## src/rtl/drive_pkg.sv

```systemverilog
`default_nettype none
// ============================================================================
// Module   : drive_pkg
// Purpose  : Shared types, default IR button codes and timing helper for the
//            robot drive-mode controller.
// Revision : 1.0 - initial release
// ============================================================================
package drive_pkg;

  typedef enum logic [1:0] {
    MODE_IDLE = 2'd0,
    MODE_CAM  = 2'd1,
    MODE_IR   = 2'd2
  } mode_t;

  typedef enum logic [2:0] {
    CS_SEARCH = 3'd0,
    CS_FOLLOW = 3'd1,
    CS_LOST   = 3'd2,
    CS_PAUSE  = 3'd3,
    CS_GIVEUP = 3'd4
  } cam_state_t;

  typedef enum logic [1:0] {
    DIR_STOP  = 2'd0,
    DIR_LEFT  = 2'd1,
    DIR_RIGHT = 2'd2,
    DIR_FWD   = 2'd3
  } drive_dir_t;

  localparam logic [7:0] BTN_CAM_CODE   = 8'h0F;
  localparam logic [7:0] BTN_IR_CODE    = 8'h13;
  localparam logic [7:0] BTN_IDLE_CODE  = 8'h10;
  localparam logic [7:0] BTN_FWD_CODE   = 8'h18;
  localparam logic [7:0] BTN_LEFT_CODE  = 8'h08;
  localparam logic [7:0] BTN_RIGHT_CODE = 8'h5A;
  localparam logic [7:0] BTN_STOP_CODE  = 8'h1C;

  // Milliseconds to clock cycles; the product is formed in 64 bits because
  // 5000 ms at 50 MHz does not fit in 32. Never returns less than one cycle.
  function automatic int ms_to_cyc(input int ms, input int clk_hz);
    longint prod;
    prod = (longint'(ms) * longint'(clk_hz)) / 64'sd1000;
    if (prod < 64'sd1) prod = 64'sd1;
    return int'(prod);
  endfunction

endpackage
`default_nettype wire

```

## src/rtl/timeout_ctr.sv

```systemverilog
`default_nettype none
// ============================================================================
// Module   : timeout_ctr
// Purpose  : Saturating cycle counter. done is high once MAX_CYC enabled
//            cycles have elapsed since the last clear (counter sits at
//            MAX_CYC-1 and never wraps).
// Revision : 1.0 - initial release
// ============================================================================
module timeout_ctr #(
  parameter int MAX_CYC = 16
) (
  input  logic clk_50,
  input  logic rst_n,
  input  logic clr,
  input  logic en,
  output logic done
);

  localparam int              W      = (MAX_CYC > 1) ? $clog2(MAX_CYC) : 1;
  localparam logic [W-1:0]    c_LAST = W'(MAX_CYC - 1);

  logic [W-1:0] r_cnt;

  // Count enabled cycles, clear has priority, hold at the terminal value.
  always_ff @(posedge clk_50 or negedge rst_n) begin
    if (!rst_n)                         r_cnt <= '0;
    else if (clr)                       r_cnt <= '0;
    else if (en && (r_cnt != c_LAST))   r_cnt <= r_cnt + 1'b1;
  end

  assign done = (r_cnt == c_LAST);

endmodule
`default_nettype wire

```

## src/rtl/drive_mode_ctrl.sv

```systemverilog
`default_nettype none
// ============================================================================
// Module   : drive_mode_ctrl
// Purpose  : IR-remote mode selection (IDLE/CAM/IR), camera search/follow
//            sub-FSM, registered drive command and downstream reset pulse.
// Revision : 1.0 - initial release
// ============================================================================
module drive_mode_ctrl
  import drive_pkg::*;
#(
  parameter int         CLK_HZ    = 50_000_000,
  parameter int         N_SPEED   = 3,
  parameter int         LOST_MS   = 200,
  parameter int         SEARCH_MS = 5000,
  parameter int         RST_PULSE = 4,
  parameter logic [7:0] BTN_CAM   = BTN_CAM_CODE,
  parameter logic [7:0] BTN_IR    = BTN_IR_CODE,
  parameter logic [7:0] BTN_IDLE  = BTN_IDLE_CODE,
  parameter logic [7:0] BTN_FWD   = BTN_FWD_CODE,
  parameter logic [7:0] BTN_LEFT  = BTN_LEFT_CODE,
  parameter logic [7:0] BTN_RIGHT = BTN_RIGHT_CODE,
  parameter logic [7:0] BTN_STOP  = BTN_STOP_CODE,
  parameter int         IR_SPEED  = 1,
  localparam int        SW        = (N_SPEED > 1) ? $clog2(N_SPEED) : 1
) (
  input  logic          clk_50,
  input  logic          rst_n,
  input  logic          ir_valid,
  input  logic [7:0]    ir_code,
  input  logic          cam_valid,
  input  logic [2:0]    cam_dir,
  input  logic [SW-1:0] cam_speed,
  output logic [1:0]    mode,
  output logic [2:0]    cam_state,
  output logic [1:0]    drive_dir,
  output logic [SW-1:0] drive_speed,
  output logic          sub_reset,
  output logic          search_to
);

  localparam logic [1:0] c_MODE_IDLE = MODE_IDLE;
  localparam logic [1:0] c_MODE_CAM  = MODE_CAM;
  localparam logic [1:0] c_MODE_IR   = MODE_IR;

  localparam logic [2:0] c_CS_SEARCH = CS_SEARCH;
  localparam logic [2:0] c_CS_FOLLOW = CS_FOLLOW;
  localparam logic [2:0] c_CS_LOST   = CS_LOST;
  localparam logic [2:0] c_CS_PAUSE  = CS_PAUSE;
  localparam logic [2:0] c_CS_GIVEUP = CS_GIVEUP;

  localparam logic [1:0] c_DIR_STOP  = DIR_STOP;
  localparam logic [1:0] c_DIR_LEFT  = DIR_LEFT;
  localparam logic [1:0] c_DIR_RIGHT = DIR_RIGHT;
  localparam logic [1:0] c_DIR_FWD   = DIR_FWD;

  localparam int              c_SEARCH_CYC = ms_to_cyc(SEARCH_MS, CLK_HZ);
  localparam int              c_LOST_CYC   = ms_to_cyc(LOST_MS, CLK_HZ);
  localparam int              c_PW         = $clog2(RST_PULSE + 1);
  localparam logic [c_PW-1:0] c_PULSE      = c_PW'(RST_PULSE);
  localparam logic [SW-1:0]   c_SPEED_MAX  = SW'(N_SPEED - 1);
  localparam logic [SW-1:0]   c_IR_SPEED   = SW'(IR_SPEED);

  logic [1:0]      r_mode, w_mode_next;
  logic [2:0]      r_cam_state, w_cam_next;
  logic [1:0]      r_drive_dir, w_dir_next;
  logic [SW-1:0]   r_drive_speed, w_speed_next, w_cam_speed_sat;
  logic [c_PW-1:0] r_pulse_cnt;
  logic            w_det, w_cam_cmd, w_cam_change, w_any_change;
  logic            w_search_done, w_lost_done;

  // A frame counts as a detection only for the three defined directions.
  assign w_det     = cam_valid && ((cam_dir == 3'b001) || (cam_dir == 3'b010) ||
                                   (cam_dir == 3'b011));
  assign w_cam_cmd = ir_valid && (ir_code == BTN_CAM);
  assign w_cam_speed_sat = (int'(cam_speed) > (N_SPEED - 1)) ? c_SPEED_MAX : cam_speed;

  // Mode selection: only the three mode buttons move the mode register.
  always_comb begin
    w_mode_next = r_mode;
    if (ir_valid) begin
      if (ir_code == BTN_CAM)       w_mode_next = c_MODE_CAM;
      else if (ir_code == BTN_IR)   w_mode_next = c_MODE_IR;
      else if (ir_code == BTN_IDLE) w_mode_next = c_MODE_IDLE;
    end
  end

  // Camera sub-FSM; a mode command overrides detections and timeouts, and a
  // BTN_CAM press always (re)starts the search.
  always_comb begin
    w_cam_next = r_cam_state;
    if (w_mode_next != c_MODE_CAM) begin
      w_cam_next = c_CS_PAUSE;
    end else if (w_cam_cmd) begin
      w_cam_next = c_CS_SEARCH;
    end else begin
      case (r_cam_state)
        c_CS_SEARCH: begin
          if (w_det)              w_cam_next = c_CS_FOLLOW;
          else if (w_search_done) w_cam_next = c_CS_GIVEUP;
        end
        c_CS_FOLLOW: begin
          if (cam_valid)          w_cam_next = w_det ? c_CS_FOLLOW : c_CS_LOST;
          else if (w_lost_done)   w_cam_next = c_CS_LOST;
        end
        c_CS_LOST: begin
          if (w_det)              w_cam_next = c_CS_FOLLOW;
          else if (w_lost_done)   w_cam_next = c_CS_SEARCH;
        end
        c_CS_GIVEUP:              w_cam_next = c_CS_GIVEUP;
        default:                  w_cam_next = c_CS_SEARCH;
      endcase
    end
  end

  assign w_cam_change = (w_cam_next != r_cam_state) || w_cam_cmd;
  assign w_any_change = w_cam_change || (w_mode_next != r_mode);

  // Search timer runs only while searching and restarts on any state entry.
  timeout_ctr #(.MAX_CYC(c_SEARCH_CYC)) u_search_tmr (
    .clk_50 (clk_50),
    .rst_n  (rst_n),
    .clr    (w_cam_change),
    .en     (r_cam_state == c_CS_SEARCH),
    .done   (w_search_done)
  );

  // One timer serves both the stale-frame check in FOLLOW (restarted by
  // every frame) and the fallback delay in LOST.
  timeout_ctr #(.MAX_CYC(c_LOST_CYC)) u_lost_tmr (
    .clk_50 (clk_50),
    .rst_n  (rst_n),
    .clr    (w_cam_change || ((r_cam_state == c_CS_FOLLOW) && cam_valid)),
    .en     ((r_cam_state == c_CS_FOLLOW) || (r_cam_state == c_CS_LOST)),
    .done   (w_lost_done)
  );

  // Drive command for the state being entered; IR keeps its latched command
  // and FOLLOW keeps the last detected direction between frames.
  always_comb begin
    w_dir_next   = c_DIR_STOP;
    w_speed_next = '0;
    if (w_mode_next == c_MODE_IR) begin
      if (r_mode == c_MODE_IR) begin
        w_dir_next   = r_drive_dir;
        w_speed_next = r_drive_speed;
        if (ir_valid) begin
          if (ir_code == BTN_FWD) begin
            w_dir_next   = c_DIR_FWD;
            w_speed_next = c_IR_SPEED;
          end else if (ir_code == BTN_LEFT) begin
            w_dir_next   = c_DIR_LEFT;
            w_speed_next = '0;
          end else if (ir_code == BTN_RIGHT) begin
            w_dir_next   = c_DIR_RIGHT;
            w_speed_next = '0;
          end else if (ir_code == BTN_STOP) begin
            w_dir_next   = c_DIR_STOP;
            w_speed_next = '0;
          end
        end
      end
    end else if (w_mode_next == c_MODE_CAM) begin
      if (w_cam_next == c_CS_SEARCH) begin
        w_dir_next = c_DIR_RIGHT;
      end else if (w_cam_next == c_CS_FOLLOW) begin
        if (w_det) begin
          case (cam_dir)
            3'b001:  w_dir_next = c_DIR_LEFT;
            3'b010:  w_dir_next = c_DIR_RIGHT;
            default: begin
              w_dir_next   = c_DIR_FWD;
              w_speed_next = w_cam_speed_sat;
            end
          endcase
        end else begin
          w_dir_next   = r_drive_dir;
          w_speed_next = r_drive_speed;
        end
      end
    end
  end

  // State and drive registers.
  always_ff @(posedge clk_50 or negedge rst_n) begin
    if (!rst_n) begin
      r_mode        <= c_MODE_IDLE;
      r_cam_state   <= c_CS_PAUSE;
      r_drive_dir   <= c_DIR_STOP;
      r_drive_speed <= '0;
    end else begin
      r_mode        <= w_mode_next;
      r_cam_state   <= w_cam_next;
      r_drive_dir   <= w_dir_next;
      r_drive_speed <= w_speed_next;
    end
  end

  // Downstream reset pulse: loaded on reset and on every change, then drains.
  always_ff @(posedge clk_50 or negedge rst_n) begin
    if (!rst_n)                 r_pulse_cnt <= c_PULSE;
    else if (w_any_change)      r_pulse_cnt <= c_PULSE;
    else if (r_pulse_cnt != '0) r_pulse_cnt <= r_pulse_cnt - 1'b1;
  end

  assign mode        = r_mode;
  assign cam_state   = r_cam_state;
  assign drive_dir   = r_drive_dir;
  assign drive_speed = r_drive_speed;
  assign sub_reset   = (r_pulse_cnt != '0);
  assign search_to   = (r_cam_state == c_CS_GIVEUP);

endmodule
`default_nettype wire

```

## config.mk

```make
export PLATFORM = sky130hd
export DESIGN_NAME = drive_mode_ctrl
export DESIGN_NICKNAME = d
export VERILOG_FILES = /design/src/rtl/drive_pkg.sv /design/src/rtl/timeout_ctr.sv /design/src/rtl/drive_mode_ctrl.sv
export SDC_FILE = /design/constraint.sdc
export NUM_CORES = 1
export LEC_CHECK = 0
export ABC_CLOCK_PERIOD_IN_PS = 2800
export BUFFER_PORTS_ARGS = -buffer_cell sky130_fd_sc_hd__buf_2
export CAP_MARGIN = 5
export CORE_ASPECT_RATIO = 1.5
export CORE_MARGIN = 3
export CORE_UTILIZATION = 61
export CTS_CLUSTER_DIAMETER = 200
export DETAILED_ROUTE_END_ITERATION = 12
export MAX_ROUTING_LAYER = met4
export PLACE_DENSITY_LB_ADDON = 0.25
export REMOVE_ABC_BUFFERS = 1
export SLEW_MARGIN = 20
export SYNTH_ARGS = -nofsm -noshare
export SYNTH_HDL_FRONTEND = slang
export SYNTH_SLANG_ARGS = --single-unit
```

## constraint.sdc

```tcl
create_clock -name clk_50 -period 2.8 [get_ports clk_50]
set_clock_uncertainty 0.1 [all_clocks]
set_input_delay 0.14 -clock clk_50 [delete_from_list [all_inputs] [get_ports clk_50]]
set_output_delay 0.14 -clock clk_50 [all_outputs]
set_load 0.1 [all_outputs]
```

Word-level counts from Yosys, hierarchy flattened

Index checks and enable logic that the tools add are counted.

Register bits after elaboration: 64
Input port bits: 17
Output and inout bits: 11
Logic and storage cells: 101

$add $sub $neg: 3
$lt $le $gt $ge: 1
Equal/unequal tests: 27
Mux-type cells: 44
Reduce and logical (&&, ||, !) cells: 19

Operators by type and width:

| cell                                          | count |
|---|---|
| two-way mux 2 bit                             | 28 |
| two-way mux 28 bit                            | 2 |
| two-way mux 24 bit                            | 2 |
| == test 8 x 5 -> 1 bit, second input constant | 4 |
| two-way mux 3 bit                             | 10 |
| adder 28 x 1 -> 28 bit, second input constant | 1 |
| == test 28 bit, second input constant         | 1 |
| != test 28 bit, second input constant         | 1 |
| adder 24 x 1 -> 24 bit, second input constant | 1 |
| == test 24 bit, second input constant         | 1 |
| != test 24 bit, second input constant         | 1 |
| == test 8 x 4 -> 1 bit, second input constant | 2 |
| one-hot mux 3 bit (4 select lines)            | 1 |
| == test 3 x 1 -> 1 bit, second input constant | 3 |
| == test 3 x 2 -> 1 bit, second input constant | 3 |
| == test 8 x 7 -> 1 bit, second input constant | 1 |
| zero test 3 bit                               | 2 |
| logical OR 1 bit                              | 6 |
| != test 6 x 2 -> 1 bit, second input constant | 1 |
| nonzero test 2 bit                            | 3 |
| logical AND 1 bit                             | 5 |
| != test 5 bit, second input constant          | 1 |
| == test 2 bit, second input constant          | 2 |
| one-hot mux 2 bit (2 select lines)            | 1 |
| other kinds (11)                              | 11 |

Longest topological paths before layout

Word-level depth: 14
Depth in mapped cells: 9
Mapped depth without buffers: 7

By module

Synthesis repeated with hierarchy kept, for this count alone.

Cells, all modules: 409
Area total of the unflattened synthesis: 3906.2 sq um

By module, submodules not included:

| module                     | instances | cells an instance | area each (sq um) | sequential area each (sq um) |
|---|---|---|---|---|
| timeout_ctr (u_search_tmr) | 1         | 150               | 1453.9            | 700.7 |
| timeout_ctr (u_lost_tmr)   | 1         | 131               | 1341.3            | 600.6 |
| drive_mode_ctrl            | 1         | 128               | 1111.1            | 304.0 |

Least setup slack after synthesis

No wires, ideal clock.

Path type: register to output
Start point: register r_cam_state[2] (netlist: cam_state[2])
End point: output search_to
Arrival: 3.307 ns
Data required time: 2.560 ns
Slack: -0.747 ns
Cell stages (with the launch flop): 3
Buffers on the path: 0
Path through: dfrtp_1 -> inv_1 -> nor3_1

Word-level cells in the longest chain between the ends: 1

RTL lines:

| what                     | RTL line               | RTL |
|---|---|---|
| start: declaration       | drive_mode_ctrl.sv:64  | `logic [2:0] r_cam_state, w_cam_next;` |
| start signal: assignment | drive_mode_ctrl.sv:187 | `r_cam_state <= c_CS_PAUSE;` |
| start signal: assignment | drive_mode_ctrl.sv:192 | `r_cam_state <= w_cam_next;` |
| == test 3 bit            | drive_mode_ctrl.sv:210 | `assign search_to = (r_cam_state == c_CS_GIVEUP);` |
| end: declaration         | drive_mode_ctrl.sv:38  | `output logic search_to` |

No other way between the ends.

Final worst setup path

Start point: register u_lost_tmr.r_cnt[0]
End point: register u_search_tmr.r_cnt[19]

Word-level cells in the longest chain between the ends: 9
Elaborated cells between the ends (all ways): 12
Classes of those cells: eq/ne (2); mux (8); reduce/logical (2)

RTL lines:

| what                                                            | RTL line                                       | RTL |
|---|---|---|
| start: declaration                                              | timeout_ctr.sv:22                              | `logic [W-1:0] r_cnt;` |
| start signal: assignment                                        | timeout_ctr.sv:28                              | `else if (en && (r_cnt != c_LAST)) r_cnt <= r_cnt + 1'b1;` |
| == test 24 bit *                                                | timeout_ctr.sv:31                              | `assign done = (r_cnt == c_LAST);` |
| two-way mux 3 bit, on equally long branches                     | drive_mode_ctrl.sv:107, drive_mode_ctrl.sv:103 |  |
| two-way mux 3 bit, on equally long branches                     | drive_mode_ctrl.sv:106, drive_mode_ctrl.sv:102 |  |
| one-hot mux 3 bit (4 select lines) *                            | drive_mode_ctrl.sv:96                          | `case (r_cam_state)` |
| two-way mux 3 bit *                                             | drive_mode_ctrl.sv:93                          | `end else if (w_cam_cmd) begin` |
| two-way mux 3 bit *                                             | drive_mode_ctrl.sv:91                          | `if (w_mode_next != c_MODE_CAM) begin` |
| named net w_cam_next[0]                                         | drive_mode_ctrl.sv:64                          |  |
| != test 3 bit *                                                 | drive_mode_ctrl.sv:115                         | `assign w_cam_change = (w_cam_next != r_cam_state) \|\| w_cam_cmd;` |
| logical OR 1 bit *                                              | drive_mode_ctrl.sv:115                         |  |
| two-way mux 28 bit / nonzero test 2 bit (equally long branches) | -                                              |  |
| end signal: assignment                                          | timeout_ctr.sv:28                              |  |
| end: declaration                                                | timeout_ctr.sv:22                              |  |

The timed path passes the listed nets; every way through them passes the cells marked *.
A chain may end at the register's enable or synchronous reset.

==> summary.txt <==
Worst setup path
  • R2R Setup Slk: 0.27 ns
  • CP max stage cell: or3_1
  • Crit-path max FO: 31
  • FF-to-FF Start: u_lost_tmr.r_cnt[0]
  • CP startpoint kind: register
  • Max incr delay on CP: 0.48 ns
  • End point of the critical path: u_search_tmr.r_cnt[19]
  • Req. time, crit path: 2.90 ns
  • FF-to-FF path depth: 8
  • Worst Setup SP: u_lost_tmr.r_cnt[0]
  • CP Capture Type: register
  • Critical Path, Cell by Cell: ha_1 -> nand4b_1 -> or3_1 -> nor3_1 -> o21ai_1 -> o32ai_4 -> buf_12 -> nor3_1
  • Capture point of the worst reg-to-reg path: u_search_tmr.r_cnt[19]
  • Setup CP Type: reg2reg
  • Crit path DAT: 2.63 ns
  • Most used cell along the critical path: nor3_1

Synth
  • Largest family of logic cells by synthesized area: simple AND/OR/NAND/NOR gates
  • Post-Synth Adder-Cell Area: 1.27%
  • Yosys cell types: 63
  • Area leader, netlist: dfrtp_1
  • Compound-Gate Fraction of Synth Area: 8.85%
  • Post-synth top flop: dfrtp_1
  • Synth top area cells: dfrtp_1 39%, nor3_1 7.4%, xnor2_1 6.2%, xor2_1 5.3%, nand2_1 3.0%
  • Top-count cell post-synth: dfrtp_1
  • Post-synth EDFFs: 0
  • Post-synthesis simple-gate area fraction: 33.1%
  • Syn Area/Cell: 9.33 sq um
  • Synth top area share: 38.7%
  • Post-Synth XOR/XNOR Area: 11.5%
  • Ys async rst share: 100%
  • Post-synthesis mux area share: 1.05%
  • Synthesized flop and latch total: 64
  • Most instantiated cells after synthesis: 61 x dfrtp_1, 58 x nor3_1, 32 x nand2_1, 29 x nor2_1, 28 x xnor2_1
  • Warnings, synthesis: 0
  • Post-Syn Instances: 423
  • Register area share after synthesis: 40.7%
  • Synthesized cell area: 0.00395 sq mm

Drt
  • Final WL: 8.66 mm
  • DRT Pass-1 Iters: 6
  • Vias/cell: 6.27
  • Final ANT Viol Nets: 0
  • Routed via count: 3368
  • Initial drt markers: 284
  • Residual DRC: 0
  • Drt wl/cell: 16.1 um

GRT
  • Largest net degree at the start of global routing: 34
  • Vias in the first global route: 3349
  • Initial antenna violation count: 0
  • Total track usage: 25.7%
  • GRT overflow: 0
  • First-pass GRT wire length: 15.0 mm

STA
  • RSZ-0062 raised after global routing: no
  • Worst Max-Slew Pin Slew: 0.799 ns
  • Slew Viols, Final: 0
  • Setup violators final: 0
  • Tmin final: 2.53 ns
  • Fmax: 0.396 GHz
  • Final Hold Fails: 0
  • Slew headroom: 46.7%
  • Final Cycle Share: 90.2%
  • Setup TNS: 0 ns

Clock network
  • H-tree levels: 3
  • CTS Buffer Depth: 2
  • Clk pin slew, worst setup/hold paths: 0.08 ns
  • TritonCTS clock tree: built
  • Post-CTS sizing: 0
  • Num CTS Buffers: 9
  • Clock insertion delay at the later pin of the skew report: 0.36 ns
  • CTS Sinks: 64
  • Root buf cell: clkbuf_8

Hold path
  • HP Class: in2reg

Floorplanning
  • Chip width: 71.7 um
  • Core Region: 0.00622 sq mm
  • Initial core utilization: 63.4%
  • Chip height: 104 um
  • Rows: 35
  • DIE AREA: 0.00749 sq mm
  • Io pins: 28

Finish
  • Final #Nets: 479
  • Diodes inserted: 0
  • Layout area overhead: 13.8%
  • Share of cells above drive strength 1: 17.3%
  • Non-filler instance count after layout: 537

Power
  • PD cells: 517 mW/mm^2
  • Leak Pwr: 0.00190 uW
  • Total power: 2320 uW
  • Worst IR Drop VDD: 0.320 mV

Placed design
  • Placed cell count: 518
  • GPL Wtd Cong: 0.889
  • Port bufs: 27
  • Post-DP HPWL: 6.01 mm

Flow run
  • Max-cap violations: 0

Outcome
  • Status: finished, final reports clean
-- report_power, final --
part	internal [uW]	switching (uW)
Sequential	972	25.9
Clock	512	411
Combinational	112	289
Total	1600	726
-- kinds of logic after synthesis --
group                    after synthesis
adder cells (fa/ha/maj)                4
buffers and inverters                 27
flip-flops                            64
AND/OR/NAND/NOR                      229
AO/OA/AOI/OAI                         43
XOR/XNOR                              52
multiplexers                           4
-- flip-flops by register name (all words and copies together) (netlist names) --
name / flops
u_lost_tmr.r_cnt: 24
u_search_tmr.r_cnt: 28
drive_speed: 2
cam_state: 3
r_pulse_cnt: 3
drive_dir: 2
mode: 2
-- critical path: cells and delay by family (launching register included) --
family	cells	cell delay (ns)
AOI/OAI and AO/OA	2	0.40
and+or+nand+nor	4	1.01
adders and majority gates	1	0.24
DFF	1	0.39
buffers and inverters	1	0.22
-- area by class of cell --
cell class                      count  area [sq um]
Fill cell                         476          1730
Clock buffer                        9           124
Inverter                           13          48.8
Tap cell                           74          92.6
Sequential cell                    64          1610
Timing Repair Buffer               38           288
Multi-Input combinational cell    332          2230
Clock inverter                      7           103
-- metrics by stage --
| stage | hold slack [ns] | area (sq um) | setup WS (ns) | util, % |
|---|---|---|---|---|
| floorplan | -0.256 | 3850 | -0.747 | - |
| global placement | 0.161 | 4230 | 0.316 | 68.0 |
| detailed placement | 0.164 | 4230 | 0.207 | 68.0 |
| CTS | 0.0409 | 4480 | 0.204 | 72.1 |
| global route | 0.0719 | 4490 | 0.0224 | 72.2 |
| finish | 0.0555 | 4490 | 0.273 | 72.2 |
-- worst min path at each step --
stage	from	to	slack (ns)	depth (start not counted)
after floorplan	rst_n	cam_state[2]	-0.26	0
after global placement	rst_n	u_lost_tmr.r_cnt[23]	0.16	1
after detailed placement	rst_n	u_lost_tmr.r_cnt[23]	0.16	1
after CTS	cam_speed[0]	drive_speed[0]	0.04	3
after global routing	cam_speed[0]	drive_speed[0]	0.07	3
final	cam_speed[0]	drive_speed[0]	0.06	3
-- placed cells by master, fill, tap and decap left out, types with 8 or more instances in the layout --
| cell | n |
|---|---|
| nor4_1 | 10 |
| xnor2_1 | 28 |
| inv_1 | 13 |
| nand3_1 | 19 |
| nand2_1 | 32 |
| and3_1 | 11 |
| buf_2 | 27 |
| nor2_1 | 29 |
| nor3_1 | 58 |
| xor2_1 | 24 |
| a21oi_1 | 8 |
| dfrtp_1 | 61 |
| nor3_2 | 10 |
| clkbuf_8 | 9 |
| nand4_1 | 19 |
-- repair_timing --
action | CTS | global route
endpoints found under the hold margin | 31 | 0
setup buffers | 0 | 0
hold buffers | 3 | 0
-- routing by layer --
| layer | GRT usage (%) | part of all wire [%] | vias to the layer above |
|---|---|---|---|
| met1 | 30.4 | 42 | 1631 |
| met4 | 11.7 | 1.8 | 0 |
| li1 | - | - | 1625 |
| met2 | 42.2 | 52 | 97 |
| met3 | 4.26 | 4.1 | 15 |
| met5 | - | 0 | - |
Power figures use the tool's default switching activity.
